`src/rtl/crono_pkg.sv`:
```
// crono_pkg: shared types, digit limits and preset-saturation helpers for the
// crono_countdown timer.
//   crono_state_e  - controller states (idle, paused, counting, alarm)
//   *Max constants - largest legal BCD value of each digit position
//   sat_time()     - clamps a raw HH:MM:SS preset to a legal 24-hour time
package crono_pkg;

    typedef enum logic [1:0] {
        StIdle,
        StPause,
        StRun,
        StAlarm
    } crono_state_e;

    localparam logic [3:0] MinSecTensMax   = 4'd5;
    localparam logic [3:0] UnitsMax        = 4'd9;
    localparam logic [3:0] HourTensMax     = 4'd2;
    localparam logic [3:0] HourUnitsMaxTop = 4'd3;  // hour units limit when tens is 2

    function automatic logic [3:0] sat_digit(input logic [3:0] d, input logic [3:0] max);
        return (d > max) ? max : d;
    endfunction

    // Returns {HH, MM, SS}, each digit clamped; hour units depend on the clamped tens.
    function automatic logic [23:0] sat_time(input logic [7:0] hh, input logic [7:0] mm,
                                             input logic [7:0] ss);
        logic [3:0] ht;
        logic [3:0] hu;
        ht = sat_digit(hh[7:4], HourTensMax);
        hu = sat_digit(hh[3:0], (ht == HourTensMax) ? HourUnitsMaxTop : UnitsMax);
        return {ht, hu,
                sat_digit(mm[7:4], MinSecTensMax), sat_digit(mm[3:0], UnitsMax),
                sat_digit(ss[7:4], MinSecTensMax), sat_digit(ss[3:0], UnitsMax)};
    endfunction

endpackage

```
`src/rtl/crono_countdown_if.sv`:
```
// crono_countdown_if: control and time bundle between the controlling logic
// (master) and the countdown timer (slave).
//   tick                   - 1 Hz one-clock strobe
//   load, start, stop, ack - control levels / raw buttons
//   hcr_in, mcr_in, scr_in - BCD preset HH, MM, SS
//   hcr, mcr, scr          - BCD remaining time
//   running, alarm         - status
interface crono_countdown_if;
    logic       tick;
    logic       load;
    logic       start;
    logic       stop;
    logic       ack;
    logic [7:0] hcr_in;
    logic [7:0] mcr_in;
    logic [7:0] scr_in;
    logic [7:0] hcr;
    logic [7:0] mcr;
    logic [7:0] scr;
    logic       running;
    logic       alarm;

    modport master (
        output tick, load, start, stop, ack, hcr_in, mcr_in, scr_in,
        input  hcr, mcr, scr, running, alarm
    );

    modport slave (
        input  tick, load, start, stop, ack, hcr_in, mcr_in, scr_in,
        output hcr, mcr, scr, running, alarm
    );
endinterface

```
`src/rtl/bcd_digit_dec.sv`:
```
// bcd_digit_dec: one stage of a BCD borrow chain.
//   digit, max, borrow_in -> digit_out, borrow_out
// With borrow_in high the digit decrements, wrapping 0 to max and raising
// borrow_out; otherwise the digit passes through unchanged.
module bcd_digit_dec (
    input  logic [3:0] digit,
    input  logic [3:0] max,
    input  logic       borrow_in,
    output logic [3:0] digit_out,
    output logic       borrow_out
);
    always_comb begin
        digit_out  = digit;
        borrow_out = 1'b0;
        if (borrow_in) begin
            if (digit == 4'd0) begin
                digit_out  = max;
                borrow_out = 1'b1;
            end else begin
                digit_out = digit - 4'd1;
            end
        end
    end
endmodule

```
`src/rtl/crono_countdown.sv`:
```
// crono_countdown: HH:MM:SS BCD countdown timer with alarm.
//   clk    - clock, all state on rising edge
//   reset  - synchronous active-low reset
//   bus    - crono_countdown_if.slave (tick/load/start/stop/ack, presets,
//            remaining time, running, alarm)
// Parameter ALARM_TICKS: tick pulses the alarm stays up before auto-clear.
// Macro CRONO_AUTORELOAD_EN: on reaching zero, reload the preset, keep
// running and pulse alarm for one clock instead of entering the alarm state.
module crono_countdown
    import crono_pkg::*;
#(
    parameter int unsigned ALARM_TICKS = 10
) (
    input logic               clk,
    input logic               reset,
    crono_countdown_if.slave  bus
);
    localparam int unsigned AlarmCntW = $clog2(ALARM_TICKS + 1);

    crono_state_e         state_q, state_d;
    logic [23:0]          count_q, count_d;
    logic [AlarmCntW-1:0] alarm_cnt_q, alarm_cnt_d;
    logic                 start_q, stop_q;
`ifdef CRONO_AUTORELOAD_EN
    logic [23:0]          preset_q, preset_d;
    logic                 pulse_q, pulse_d;
`endif

    logic        start_edge;
    logic        stop_edge;
    logic [23:0] load_val;
    logic [23:0] dec_val;
    logic [5:0]  borrow;

    assign start_edge = bus.start & ~start_q;
    assign stop_edge  = bus.stop & ~stop_q;
    assign load_val   = sat_time(bus.hcr_in, bus.mcr_in, bus.scr_in);

    // Decrement chain, seconds units first. A borrow out of the hour tens
    // only happens when the count is already 00:00:00.
    bcd_digit_dec u_s_units (
        .digit(count_q[3:0]), .max(UnitsMax), .borrow_in(1'b1),
        .digit_out(dec_val[3:0]), .borrow_out(borrow[0])
    );
    bcd_digit_dec u_s_tens (
        .digit(count_q[7:4]), .max(MinSecTensMax), .borrow_in(borrow[0]),
        .digit_out(dec_val[7:4]), .borrow_out(borrow[1])
    );
    bcd_digit_dec u_m_units (
        .digit(count_q[11:8]), .max(UnitsMax), .borrow_in(borrow[1]),
        .digit_out(dec_val[11:8]), .borrow_out(borrow[2])
    );
    bcd_digit_dec u_m_tens (
        .digit(count_q[15:12]), .max(MinSecTensMax), .borrow_in(borrow[2]),
        .digit_out(dec_val[15:12]), .borrow_out(borrow[3])
    );
    bcd_digit_dec u_h_units (
        .digit(count_q[19:16]), .max(UnitsMax), .borrow_in(borrow[3]),
        .digit_out(dec_val[19:16]), .borrow_out(borrow[4])
    );
    bcd_digit_dec u_h_tens (
        .digit(count_q[23:20]), .max(HourTensMax), .borrow_in(borrow[4]),
        .digit_out(dec_val[23:20]), .borrow_out(borrow[5])
    );

    always_comb begin
        state_d     = state_q;
        count_d     = count_q;
        alarm_cnt_d = alarm_cnt_q;
`ifdef CRONO_AUTORELOAD_EN
        preset_d    = preset_q;
        pulse_d     = 1'b0;
`endif
        unique case (state_q)
            StIdle, StPause: begin
                if (bus.load) begin
                    count_d = load_val;
`ifdef CRONO_AUTORELOAD_EN
                    preset_d = load_val;
`endif
                    state_d = StPause;
                end else if (state_q == StPause && start_edge && count_q != 24'h0) begin
                    state_d = StRun;
                end
            end
            StRun: begin
                // Stop is applied first so that reaching zero on the same tick
                // still ends in the alarm state.
                if (stop_edge) begin
                    state_d = StPause;
                end
                if (bus.tick && !borrow[5]) begin
                    count_d = dec_val;
                    if (dec_val == 24'h0) begin
`ifdef CRONO_AUTORELOAD_EN
                        count_d = preset_q;
                        pulse_d = 1'b1;
`else
                        state_d     = StAlarm;
                        alarm_cnt_d = '0;
`endif
                    end
                end
            end
            StAlarm: begin
                if (bus.ack) begin
                    state_d     = StIdle;
                    count_d     = 24'h0;
                    alarm_cnt_d = '0;
                end else if (bus.tick) begin
                    if (alarm_cnt_q == AlarmCntW'(ALARM_TICKS - 1)) begin
                        state_d     = StIdle;
                        count_d     = 24'h0;
                        alarm_cnt_d = '0;
                    end else begin
                        alarm_cnt_d = alarm_cnt_q + AlarmCntW'(1);
                    end
                end
            end
            default: state_d = StIdle;
        endcase
    end

    always_ff @(posedge clk) begin
        if (!reset) begin
            state_q     <= StIdle;
            count_q     <= 24'h0;
            alarm_cnt_q <= '0;
            // Held-high buttons must not register as edges after reset.
            start_q     <= 1'b1;
            stop_q      <= 1'b1;
        end else begin
            state_q     <= state_d;
            count_q     <= count_d;
            alarm_cnt_q <= alarm_cnt_d;
            start_q     <= bus.start;
            stop_q      <= bus.stop;
        end
    end

`ifdef CRONO_AUTORELOAD_EN
    always_ff @(posedge clk) begin
        if (!reset) begin
            preset_q <= 24'h0;
            pulse_q  <= 1'b0;
        end else begin
            preset_q <= preset_d;
            pulse_q  <= pulse_d;
        end
    end

    assign bus.alarm = (state_q == StAlarm) | pulse_q;
`else
    assign bus.alarm = (state_q == StAlarm);
`endif

    assign bus.hcr     = count_q[23:16];
    assign bus.mcr     = count_q[15:8];
    assign bus.scr     = count_q[7:0];
    assign bus.running = (state_q == StRun);

endmodule

```
`src/flat_wrapper.sv`:
```
// flat-port wrapper written by rule: the top's interface ports become plain ports
module crono_countdown_flat import crono_pkg::*;
#(
    parameter int unsigned ALARM_TICKS = 10
)
  (clk, reset, bus_tick, bus_load, bus_start, bus_stop, bus_ack, bus_hcr_in, bus_mcr_in, bus_scr_in, bus_hcr, bus_mcr, bus_scr, bus_running, bus_alarm);
  crono_countdown_if bus_i ();
  input logic clk;
  input logic reset;
  input wire logic [$bits(bus_i.tick)-1:0] bus_tick;
  input wire logic [$bits(bus_i.load)-1:0] bus_load;
  input wire logic [$bits(bus_i.start)-1:0] bus_start;
  input wire logic [$bits(bus_i.stop)-1:0] bus_stop;
  input wire logic [$bits(bus_i.ack)-1:0] bus_ack;
  input wire logic [$bits(bus_i.hcr_in)-1:0] bus_hcr_in;
  input wire logic [$bits(bus_i.mcr_in)-1:0] bus_mcr_in;
  input wire logic [$bits(bus_i.scr_in)-1:0] bus_scr_in;
  output wire logic [$bits(bus_i.hcr)-1:0] bus_hcr;
  output wire logic [$bits(bus_i.mcr)-1:0] bus_mcr;
  output wire logic [$bits(bus_i.scr)-1:0] bus_scr;
  output wire logic [$bits(bus_i.running)-1:0] bus_running;
  output wire logic [$bits(bus_i.alarm)-1:0] bus_alarm;
  assign bus_i.tick = bus_tick;
  assign bus_i.load = bus_load;
  assign bus_i.start = bus_start;
  assign bus_i.stop = bus_stop;
  assign bus_i.ack = bus_ack;
  assign bus_i.hcr_in = bus_hcr_in;
  assign bus_i.mcr_in = bus_mcr_in;
  assign bus_i.scr_in = bus_scr_in;
  assign bus_hcr = bus_i.hcr;
  assign bus_mcr = bus_i.mcr;
  assign bus_scr = bus_i.scr;
  assign bus_running = bus_i.running;
  assign bus_alarm = bus_i.alarm;
  crono_countdown #(.ALARM_TICKS(ALARM_TICKS)) u_core (.clk(clk), .reset(reset), .bus(bus_i));
endmodule
```
`config.mk`:
```
export PLATFORM = sky130hd
export DESIGN_NAME = crono_countdown_flat
export DESIGN_NICKNAME = d
export VERILOG_FILES = /design/src/rtl/crono_pkg.sv /design/src/rtl/crono_countdown_if.sv /design/src/rtl/bcd_digit_dec.sv /design/src/rtl/crono_countdown.sv /design/src/flat_wrapper.sv
export SDC_FILE = /design/constraint.sdc
export NUM_CORES = 1
export LEC_CHECK = 0
export ABC_AREA = 1
export BUFFER_PORTS_ARGS = -buffer_cell sky130_fd_sc_hd__buf_2
export CAP_MARGIN = 40
export CORE_ASPECT_RATIO = 2
export CORE_MARGIN = 2
export CORE_UTILIZATION = 35
export DETAILED_ROUTE_END_ITERATION = 12
export PLACE_DENSITY_LB_ADDON = 0.15
export SETUP_SLACK_MARGIN = 0.4
export SLEW_MARGIN = 20
export SYNTH_ARGS = -nofsm -noshare
export SYNTH_HDL_FRONTEND = slang
export SYNTH_HIERARCHICAL = 1
export SYNTH_SLANG_ARGS = --single-unit
```
`constraint.sdc`:
```
create_clock -name clk -period 7.8 [get_ports clk]
set_input_delay 1.56 -clock clk [delete_from_list [all_inputs] [get_ports clk]]
set_output_delay 1.56 -clock clk [all_outputs]
set_load 0.05 [all_outputs]
```
==> results of run 1 <==
kinds of logic (layout without fill, tap and decap cells):
| group | Yosys count | in the layout | share of synthesized area, % |
|---|---|---|---|
| xor+xnor | 1 | 1 | 0.299 |
| flops | 32 | 32 | 21.9 |
| buf+inv | 99 | 153 | 13.9 |
| other cells | 2 | 31 | 0.257 |
| simple gates | 275 | 275 | 42.1 |
| compound gates | 89 | 89 | 17.3 |
| fa+ha+maj | 10 | 10 | 4.27 |
cell usage in the layout, fill, tap and decap left out, types with 2 or more instances in the layout:
cell	Yosys	routed
inv_1	85	85
or2_2	5	5
nand2_2	6	6
nand2_1	122	122
o211a_1	2	2
nand3_2	2	2
nor2_1	62	62
o21ai_1	6	6
nor2_2	8	8
dfxtp_1	32	32
a211o_1	2	2
nand4_1	2	2
clkbuf_8	0	2
inv_2	2	2
clkbuf_16	0	5
nand2_4	2	2
a21oi_1	25	25
nand3_1	59	59
conb_1	2	31
a22oi_1	5	5
o211ai_1	6	6
ha_1	10	10
buf_2	2	56
o21ai_0	39	39
nand3b_1	2	2
synthesized netlist by cell type, types with 3 or more instances:
library cell and n:
nand2_1 122, a21oi_1 25, o21ai_0 39, dfxtp_1 32, a22oi_1 5, nor2_2 8, inv_1 85, nand3_1 59
ha_1 10, o21ai_1 6, nand2_2 6, nor2_1 62, or2_2 5, clkbuf_1 3, o211ai_1 6, buf_6 3
critical path, delay by kind of cell (launching register included):
kind | cells | cell delay [ps]
and+or+nand+nor | 11 | 2470
buffers and inverters | 7 | 810
DFF | 1 | 330
adders and majority gates | 1 | 280
AOI/OAI and AO/OA | 2 | 230
final cells by class:
class	count	area share [%]
clock buffer	7	4.29
clock inverter	1	0.844
multi-input combinational	406	55.9
sequential	32	18.0
inverter	88	9.35
tap	98	3.44
timing repair buffer	57	8.19
path summary, 6_finish.rpt:
kind / endpoint / cells past startpoint / from
hold / removal: u_core/alarm_cnt_q[3]$_SDFFE_PN0P_ / 2 / u_core/alarm_cnt_q[3]$_SDFFE_PN0P_
setup / recovery: u_core/count_q[4]$_SDFFE_PN0P_ / 21 / u_core/count_q[0]$_SDFFE_PN0P_
hold reg to reg: u_core/alarm_cnt_q[3]$_SDFFE_PN0P_ / 2 / u_core/alarm_cnt_q[3]$_SDFFE_PN0P_
setup reg to reg: u_core/count_q[4]$_SDFFE_PN0P_ / 21 / u_core/count_q[0]$_SDFFE_PN0P_
sequential cells by signal (all words and copies together), names as in the netlist:
name / cells
u_core/stop_q: 1
u_core/count_q: 24
u_core/state_q: 2
u_core/alarm_cnt_q: 4
u_core/start_q: 1
metrics by stage:
| step | worst slack [ps] | hold WS (ps) | cell area [sq um] | total power [uW] | utilization [%] |
|---|---|---|---|---|---|
| global placement | 3650 | 495 | 3370 | 434 | 41.2 |
| finish | 3520 | 521 | 3560 | 673 | 43.5 |
| global route | 2790 | 558 | 3560 | 714 | 43.5 |
| detailed placement | 3500 | 513 | 3370 | 437 | 41.2 |
| floorplan | 4040 | 468 | 3040 | 382 | - |
| CTS | 3490 | 524 | 3550 | 676 | 43.4 |
layer usage:
layer  routed length, um  global-route usage, %
met5                   0                      0
met4                 167                   5.56
met3                 274                   2.20
met2                4680                   36.8
met1                3130                   20.3
power breakdown:
group,switching (uW),internal (uW),total [uW]
sequential,20.5,177,197
combinational,164,74.0,238
clock,69.2,168,237
total,254,418,673
==> summary.txt, run 1 <==
Global route
  • Antenna violations before repair: 0
  • Vias in the first global route: 3124
  • Gr usage total: 19.1%
  • Pin count of the biggest net entering global routing: 33
  • Grt total ovfl: 0
  • Global-route wire length before repair: between 10000 and 15000 um

Timing
  • Final setup violation count: 0
  • F_max: 233 MHz
  • Slew headroom: 56.4%
  • RSZ-0062 raised after global routing: false
  • Final setup TNS: 0 ps
  • Crit share post-route: a little over half
  • Slew Viols, Final: 0
  • Period minus WS final: 4280 ps
  • Setup Skew: 5.76 ps
  • Final hold violations: 0
  • Worst Max-Slew Pin Slew: 653 ps

Detailed routing
  • Via density: around 4.8
  • Initial DRT Pass Iterations: 4
  • Via count: 3339
  • Drc violations: 0
  • DR WL/cell: 12.0 um
  • DRT Wirelength: 8260 um
  • Initial drt markers: 120
  • Post-route ant nets: 0

Logic synthesis
  • Post-synth top area share: between 20% and 30%
  • Async S/R FF share, synth: 0%
  • Prevailing post-synth register cell: dfxtp_1
  • Gate Count Post-Synth: 508
  • #FFs+latches synth: 32
  • Seq/Total Area, Yosys: 21.9%
  • Top post-synthesis cells by area: dfxtp_1, nand2_1, inv_1, nand3_1, nor2_1
  • Syn Area/Cell: 5.76 sq um
  • Synth cell types: 38
  • Area leader, netlist: dfxtp_1
  • Post-synth EDFFs: 0
  • Synthesized area: about 2900 sq um
  • Yosys warns: 6

Floorplan
  • I/O Pins: 57
  • Initial Util: 35.8%
  • Rows: 47
  • Core area: slightly above 8000 sq um
  • Full die area: 9160 sq um
  • Die Wd: 68.7 um
  • Die height: 133 um

Place
  • GPL Wtd Cong: 0.850
  • Count of input and output buffers: 56
  • HPWL Detailed: 6600 um
  • Placed cells: 680

Setup path
  • R2R Setup Slk: 3520 ps
  • CP Data Arrival Time: between 4000 and 5000 ps
  • Cells along the critical path: inv_1, ha_1, nand2_2, nor2_1, inv_1, nor2_1, inv_1, nor2_1, inv_1, nor2_1, inv_1, nor2_1, inv_1, nor2_1, nor2_2, nor2_2, nor2_4, nand3_4, inv_4, o21ai_0, a21oi_1
  • Crit end category: flip-flop
  • Crit path max fanout: 32
  • Critical-path top delay cell: nor2_1
  • Crit Path Class: flip-flop to flip-flop
  • CP required: ~8000 ps
  • Max incr delay on CP: 380 ps
  • Setup crit start kind: flip-flop

Clock network
  • Post-CTS Setup Repair Bufs: 0
  • Hold buffer count at cts: 0
  • H-tree levels: 2
  • Sink Count: 32
  • CTS clk-pin slew, worst paths: ~50 ps
  • CTS tree: built
  • Resize count post-CTS: 0
  • Clk Latency, worst-skew pair: between 200 and 300 ps
  • Root buffer cell: clkbuf_16
  • CTS max path bufs: 2
  • CTS buffer count: 5

Status
  • Run status: complete, no violations

Flow run
  • Max Cap Viol: 0

Cells and area
  • Fin nets: around 630
  • Post-Layout Cell Count: 689
  • Layout cells sized above 1: 16.1%
  • Area of the multi-input gates: 1990 sq um
  • Area Overhead vs Synth: 21.6%
  • Ant. Diodes: 0
  • Register area: 641 sq um
  • Fillers: 896

Power
  • Power per cell area: 189 nW/um^2
  • Maximum VDD drop: 145 uV
  • Leak: 0.00192 uW

Min path
  • Worst hold path class: flip-flop to flip-flop
Note: power is estimated with default switching activity, not from simulation.
==> run 2, diff against run 1 <==
==> constraint.sdc (replaced) <==
create_clock -name clk -period 4.2 [get_ports clk]
set_input_delay 0.84 -clock clk [delete_from_list [all_inputs] [get_ports clk]]
set_output_delay 0.84 -clock clk [all_outputs]
set_load 0.05 [all_outputs]
==> summary.txt, run 2 (synthesized netlist as in run 1, its figures left out) <==
Setup path
  • RR Startpoint: u_core/count_q[0]$_SDFFE_PN0P_ (unchanged)
  • Worst r2r path cells: 21 (unchanged)
  • Cells along the critical path: inv_1, ha_1, nand2_2, nor2_1, inv_1, nor2_1, inv_1, nor2_4, inv_1, nor2_1, inv_1, nor2_4, inv_1, nor2_1, nor2_2, nor2_2, nor2_4, nand3_4, inv_4, o21ai_0, a21oi_1 (was inv_1, ha_1, nand2_2, nor2_1, inv_1, nor2_1, inv_1, nor2_1, inv_1, nor2_1, inv_1, nor2_1, inv_1, nor2_1, nor2_2, nor2_2, nor2_4, nand3_4, inv_4, o21ai_0, a21oi_1)
  • CP Buf/Inv Count: 7 (unchanged)
  • Max incr delay on CP: 340 ps (was 380 ps)
  • Crit path max fanout: 32 (unchanged)
  • Critical-path top delay cell: dfxtp_1 (was nor2_1)
  • R2R Setup Slk: 860 ps (was 3520 ps)
  • Setup crit start kind: flip-flop (unchanged)
  • Crit end category: flip-flop (unchanged)
  • R2R Path End: u_core/count_q[20]$_SDFFE_PN0P_ (was u_core/count_q[4]$_SDFFE_PN0P_)
  • Largest delay share family, worst path: simple AND/OR/NAND/NOR gates (unchanged)
  • Worst path most repeated cell: inv_1
  • CP required: 4350 ps (was 7960 ps)
  • Crit Path Class: flip-flop to flip-flop (unchanged)
  • CP Data Arrival Time: 3490 ps (was 4440 ps)

Global route
  • Vias in the first global route: 2972 (was 3124)
  • Gr usage total: 19.1% (about the same)
  • Global-route wire length before repair: 13500 um (was 13700 um)
  • Antenna violations before repair: 0 (unchanged)
  • Grt total ovfl: 0 (unchanged)
  • Pin count of the biggest net entering global routing: 33 (unchanged)

Flow run
  • Max Cap Viol: 0 (unchanged)

Place
  • Placed cells: 684 (was 680)
  • Count of input and output buffers: 56 (unchanged)
  • HPWL Detailed: 6730 um (was 6600 um)
  • GPL Wtd Cong: 0.841 (was 0.850)

Timing
  • F_max: 299 MHz (was 233 MHz)
  • Final setup violation count: 0 (unchanged)
  • Setup Skew: 3.73 ps (was 5.76 ps)
  • RSZ-0062 raised after global routing: false (unchanged)
  • Final setup TNS: 0 ps (unchanged)
  • Slew headroom: 55.0% (was 56.4%)
  • Period minus WS final: 3340 ps (was 4280 ps)
  • Slew Viols, Final: 0 (unchanged)
  • Final hold violations: 0 (unchanged)
  • Worst Max-Slew Pin Slew: 675 ps (was 653 ps)
  • Crit share post-route: 79.5% (was 54.9%)

Cells and area
  • Post-Layout Cell Count: 692 (was 689)
  • Commonest non-fill, non-tap cell in the layout: nand2_1 (unchanged)
  • Register area: 641 sq um (unchanged)
  • Fillers: 927 (was 896)
  • Most frequent cells in the layout: nand2_1, inv_1, nor2_1 (unchanged)
  • Area Overhead vs Synth: 22.7% (was 21.6%)
  • Largest register FFs: 24 (unchanged)
  • Area of the multi-input gates: 2000 sq um (was 1990 sq um)
  • Largest registers: u_core/count_q: 24 flops, u_core/alarm_cnt_q: 4 flops, u_core/state_q: 2 flops (unchanged)
  • Largest reg by FF count: u_core/count_q (unchanged)
  • Fin nets: 634 (was 631)
  • Ant. Diodes: 0 (unchanged)
  • Layout cells sized above 1: 16.8% (was 16.1%)

Floorplan
  • Die height: 133 um (unchanged)
  • Initial Util: 35.8% (unchanged)
  • Full die area: 9160 sq um (unchanged)
  • I/O Pins: 57 (unchanged)
  • Core area: 8170 sq um (unchanged)
  • Die Wd: 68.7 um (unchanged)
  • Rows: 47 (unchanged)

Power
  • Leak: 0.00193 uW (was 0.00192 uW)
  • Power per cell area: 350 nW/um^2 (was 189 nW/um^2)
  • Maximum VDD drop: 249 uV (was 145 uV)

Min path
  • Hold Crit Depth: 2 (unchanged)
  • Hold Crit Start: u_core/alarm_cnt_q[3]$_SDFFE_PN0P_ (unchanged)
  • Min-Delay Endpoint: u_core/alarm_cnt_q[3]$_SDFFE_PN0P_ (unchanged)
  • Worst hold path class: flip-flop to flip-flop (unchanged)

Status
  • Run status: complete, no violations (unchanged)

Clock network
  • Root buffer cell: clkbuf_16 (unchanged)
  • Sink Count: 32 (unchanged)
  • CTS tree: built (unchanged)
  • H-tree levels: 2 (unchanged)
  • CTS max path bufs: 2 (unchanged)
  • CTS clk-pin slew, worst paths: 50 ps (about the same)
  • CTS buffer count: 5 (unchanged)
  • Hold buffer count at cts: 0 (unchanged)
  • Post-CTS Setup Repair Bufs: 0 (unchanged)
  • Clk Latency, worst-skew pair: 270 ps (was 280 ps)

Detailed routing
  • Post-route ant nets: 0 (unchanged)
  • Via count: 3316 (was 3339)
  • DRT Wirelength: 8470 um (was 8260 um)
  • Via density: 4.79 (was 4.85)
  • Initial drt markers: 120 (unchanged)
  • DR WL/cell: 12.2 um (was 12.0 um)
  • Initial DRT Pass Iterations: 4 (unchanged)
  • Drc violations: 0 (unchanged)
[run 2: changes by cell type in the layout (fill, tap and decap cells not counted)]
cell,change
buf_6,-1
buf_4,+4
nor2_4,+2
nor2_1,-2
[run 2: worst max-delay path by stage]
stage                                               from                                 end  slack [ps]  cells past startpoint
after floorplan           u_core/count_q[0]$_SDFFE_PN0P_      u_core/count_q[8]$_SDFFE_PN0P_         440                     21
after global placement    u_core/count_q[0]$_SDFFE_PN0P_     u_core/count_q[20]$_SDFFE_PN0P_         580                     21
after detailed placement  u_core/count_q[0]$_SDFFE_PN0P_     u_core/count_q[20]$_SDFFE_PN0P_         480                     21
after CTS                 u_core/count_q[0]$_SDFFE_PN0P_      u_core/count_q[4]$_SDFFE_PN0P_         450                     21
after global routing      u_core/count_q[0]$_SDFFE_PN0P_  u_core/alarm_cnt_q[1]$_SDFFE_PN0P_         440                     24
final                     u_core/count_q[0]$_SDFFE_PN0P_     u_core/count_q[20]$_SDFFE_PN0P_         860                     21
[run 2: stage by stage]
stage                     util (%)  setup WS, ps  total power (uW)  instance area (sq um)  hold slack, ps
after detailed placement      41.5           476               818                   3400             513
after floorplan                  -           444               710                   3040             468
after global routing          44.0           437              1330                   3590             534
after global placement        41.5           584               812                   3400             502
final                         44.0           860              1260                   3590             518
after CTS                     43.8           450              1260                   3580             521
[run 2: area by class of cell]
type	instances	area share, %
tap	98	3.41
clock buffer	7	4.25
clock inverter	1	0.836
timing repair buffer	60	8.64
inverter	88	9.26
sequential	32	17.8
multi-input combinational	406	55.8
[run 2: what timing repair did]
action / CTS / global route
resized for setup: 0 / 4
endpoints found under the hold margin: 0 / 0
endpoints found under the setup margin: 0 / 30
[run 2: metal layers]
| layer | wire (um) | share of wire, % | track usage [%] |
|---|---|---|---|
| met2 | 4860 | 57 | 37.3 |
| met5 | 0 | 0 | 0 |
| met1 | 3190 | 38 | 19.8 |
| met4 | 188 | 2.2 | 6.00 |
| met3 | 227 | 2.7 | 1.52 |
[run 2: power by group]
part,internal [uW],switching [uW]
combinational,140,307
clock,312,131
sequential,328,39.6
[run 2: worst min-delay path, stage by stage, from the launching register on]
cell     delay [ps]
dfxtp_1         340
nand2_1          80
a21oi_1          50
==> run 3, diff against run 2 <==
==> constraint.sdc (replaced) <==
create_clock -name clk -period 3.2 [get_ports clk]
set_input_delay 0.64 -clock clk [delete_from_list [all_inputs] [get_ports clk]]
set_output_delay 0.64 -clock clk [all_outputs]
set_load 0.05 [all_outputs]
==> summary.txt, run 3 (synthesized netlist as in run 1, its figures left out) <==
Timing
  • F_max: 382 MHz (was 299 MHz)
  • Final setup violation count: 0 (unchanged)
  • Period minus WS final: 2620 ps (was 3340 ps)
  • Slew Viols, Final: 0 (unchanged)
  • Fin worst setup slack: 584 ps (was 860 ps)
  • Hold slack: 519 ps (was 518 ps)
  • Setup Skew: 5.96 ps (was 3.73 ps)
  • Slew headroom: 57.4% (was 55.0%)
  • Final setup TNS: 0 ps (unchanged)
  • RSZ-0062 raised after global routing: false (unchanged)
  • Final hold violations: 0 (unchanged)
  • Crit share post-route: 81.7% (was 79.5%)
  • Worst Max-Slew Pin Slew: 639 ps (was 675 ps)

Place
  • Setup WS pre-CTS: 111 ps (was 476 ps)
  • Count of input and output buffers: 56 (unchanged)
  • HPWL Detailed: 6570 um (was 6730 um)
  • Dpl cell area: 3460 sq um (was 3400 sq um)
  • GPL Wtd Cong: 0.839 (was 0.841)
  • Placed cells: 683 (was 684)

Floorplan
  • I/O Pins: 57 (unchanged)
  • Die Wd: 68.7 um (unchanged)
  • Die height: 133 um (unchanged)
  • Initial Util: 35.8% (unchanged)
  • Rows: 47 (unchanged)
  • Core area: 8170 sq um (unchanged)
  • Full die area: 9160 sq um (unchanged)

Power
  • Leak: 0.00200 uW (was 0.00193 uW)
  • Power per cell area: 451 nW/um^2 (was 350 nW/um^2)
  • Maximum VDD drop: 321 uV (was 249 uV)

Clock network
  • CTS tree: built (unchanged)
  • CTS max path bufs: 2 (unchanged)
  • Clk Latency, worst-skew pair: 280 ps (was 270 ps)
  • Root buffer cell: clkbuf_16 (unchanged)
  • Hold buffer count at cts: 0 (unchanged)
  • H-tree levels: 2 (unchanged)
  • Sink Count: 32 (unchanged)
  • CTS clk-pin slew, worst paths: 50 ps (about the same)
  • CTS buffer count: 5 (unchanged)

Global route
  • GRT met2 Usage: 37.0% (was 37.3%)
  • Antenna violations before repair: 0 (unchanged)
  • Gr usage total: 19.6% (was 19.1%)
  • Pin count of the biggest net entering global routing: 33 (unchanged)
  • Met1 Usage GRT: 20.8% (was 19.8%)
  • GRT Max-Usage Layer: met2 (unchanged)
  • Vias in the first global route: 3147 (was 2972)
  • GR Util met3: 2.96% (was 1.52%)
  • Global-route wire length before repair: 13900 um (was 13500 um)
  • Grt total ovfl: 0 (unchanged)

Cells and area
  • Largest registers: u_core/count_q: 24 flops, u_core/alarm_cnt_q: 4 flops, u_core/state_q: 2 flops (unchanged)
  • Ant. Diodes: 0 (unchanged)
  • Post-Layout Cell Count: 701 (was 692)
  • Design area: 3770 sq um (was 3590 sq um)
  • Most frequent cells in the layout: nand2_1, inv_1, nand3_1 (was nand2_1, inv_1, nor2_1)
  • Area Overhead vs Synth: 28.8% (was 22.7%)
  • Largest register FFs: 24 (unchanged)
  • Largest reg by FF count: u_core/count_q (unchanged)
  • Commonest non-fill, non-tap cell in the layout: nand2_1 (unchanged)
  • Layout cells sized above 1: 22.2% (was 16.8%)
  • Fin nets: 643 (was 634)

Setup path
  • Crit path max fanout: 5 (was 32)
  • Max incr delay on CP: 360 ps (was 340 ps)
  • R2R Setup Slk: 580 ps (was 860 ps)
  • CP Buf/Inv Count: 6 (was 7)
  • Worst path most repeated cell: nor2_4 (was inv_1)
  • Crit end category: flip-flop (unchanged)
  • Crit Path Class: flip-flop to flip-flop (unchanged)
  • Critical-path top delay cell: dfxtp_4 (was dfxtp_1)
  • Worst r2r path cells: 22 (was 21)
  • R2R Path End: u_core/alarm_cnt_q[1]$_SDFFE_PN0P_ (was u_core/count_q[20]$_SDFFE_PN0P_)
  • CP Data Arrival Time: 2760 ps (was 3490 ps)
  • Largest delay share family, worst path: simple AND/OR/NAND/NOR gates (unchanged)
  • RR Startpoint: u_core/count_q[0]$_SDFFE_PN0P_ (unchanged)
  • Critical path depth: 22 (was 21)
  • Critical Path Source: u_core/count_q[0]$_SDFFE_PN0P_ (unchanged)
  • Setup crit start kind: flip-flop (unchanged)
  • CP required: 3350 ps (was 4350 ps)
  • Cells along the critical path: inv_4, ha_4, nand2_4, nor2_4, inv_2, nor2_4, inv_2, nor2_4, inv_2, nor2_4, inv_2, nor2_4, buf_6, o21ai_1, nor2_1, nand2_1, nor2_2, nand3_1, nand2_2, nand3_1, nand2_1, nor2_1 (was inv_1, ha_1, nand2_2, nor2_1, inv_1, nor2_1, inv_1, nor2_4, inv_1, nor2_1, inv_1, nor2_4, inv_1, nor2_1, nor2_2, nor2_2, nor2_4, nand3_4, inv_4, o21ai_0, a21oi_1)
  • Worst Setup EP: u_core/alarm_cnt_q[1]$_SDFFE_PN0P_ (was u_core/count_q[20]$_SDFFE_PN0P_)

Detailed routing
  • DR WL/cell: 12.3 um (was 12.2 um)
  • Drc violations: 0 (unchanged)
  • Via count: 3413 (was 3316)
  • Initial DRT Pass Iterations: 4 (unchanged)
  • DRT Wirelength: 8610 um (was 8470 um)
  • Initial drt markers: 154 (was 120)
  • Post-route ant nets: 0 (unchanged)
  • Via density: 4.87 (was 4.79)

Min path
  • Worst hold path class: flip-flop to flip-flop (unchanged)

Status
  • Run status: complete, no violations (unchanged)

Flow run
  • Max Cap Viol: 0 (unchanged)
-- run 3: worst min path at each step --
stage / start / endpoint / slack (ps) / cells after the start
after global routing: u_core/count_q[5]$_SDFFE_PN0P_ / u_core/count_q[5]$_SDFFE_PN0P_ / 550 / 2
after CTS: u_core/count_q[5]$_SDFFE_PN0P_ / u_core/count_q[5]$_SDFFE_PN0P_ / 520 / 2
after floorplan: u_core/alarm_cnt_q[3]$_SDFFE_PN0P_ / u_core/alarm_cnt_q[3]$_SDFFE_PN0P_ / 470 / 2
after detailed placement: u_core/count_q[5]$_SDFFE_PN0P_ / u_core/count_q[5]$_SDFFE_PN0P_ / 510 / 2
after global placement: u_core/alarm_cnt_q[3]$_SDFFE_PN0P_ / u_core/alarm_cnt_q[3]$_SDFFE_PN0P_ / 510 / 2
final: u_core/count_q[5]$_SDFFE_PN0P_ / u_core/count_q[5]$_SDFFE_PN0P_ / 520 / 2
-- run 3: report_power, final --
part / switching, uW / internal, uW / total [uW]
Combinational: 426 / 212 / 639
Sequential: 50.0 / 432 / 482
Clock: 170 / 409 / 579
-- run 3: tightest hold or removal path, cell delays in order, from the launching register on --
cell and delay, ps:
dfxtp_2 340, nor2_1 100, nor2_1 50
-- run 3: area by class of cell --
class	count	area, sq um
flip-flops and latches	32	653
multi-input cells	406	2090
well taps	98	123
fillers	897	4400
clock buffers	7	153
clock inverters	1	30.0
repair buffers	69	385
inverters	88	338
-- run 3: metal layers --
metal / up-vias / part of all wire, %
met5: - / 0
met1: 1547 / 39
met4: 0 / 2.3
met2: 73 / 56
li1: 1780 / -
met3: 13 / 3.4
-- run 3: stage by stage --
stage                     utilization (%)  power (uW)
final                                46.1        1700
after global routing                 46.1        1810
after CTS                            45.1        1690
after detailed placement             42.3        1090
after global placement               42.3        1080
after floorplan                         -         952
-- run 3: repair_timing --
| action | 4_1_cts | 5_1_grt |
|---|---|---|
| gates resized for setup | 3 | 21 |
| pin swaps | 6 | 12 |
| hold endpoints to repair | 0 | 0 |
| buffers inserted | 5 | 5 |
| endpoints found under the setup margin | 30 | 30 |
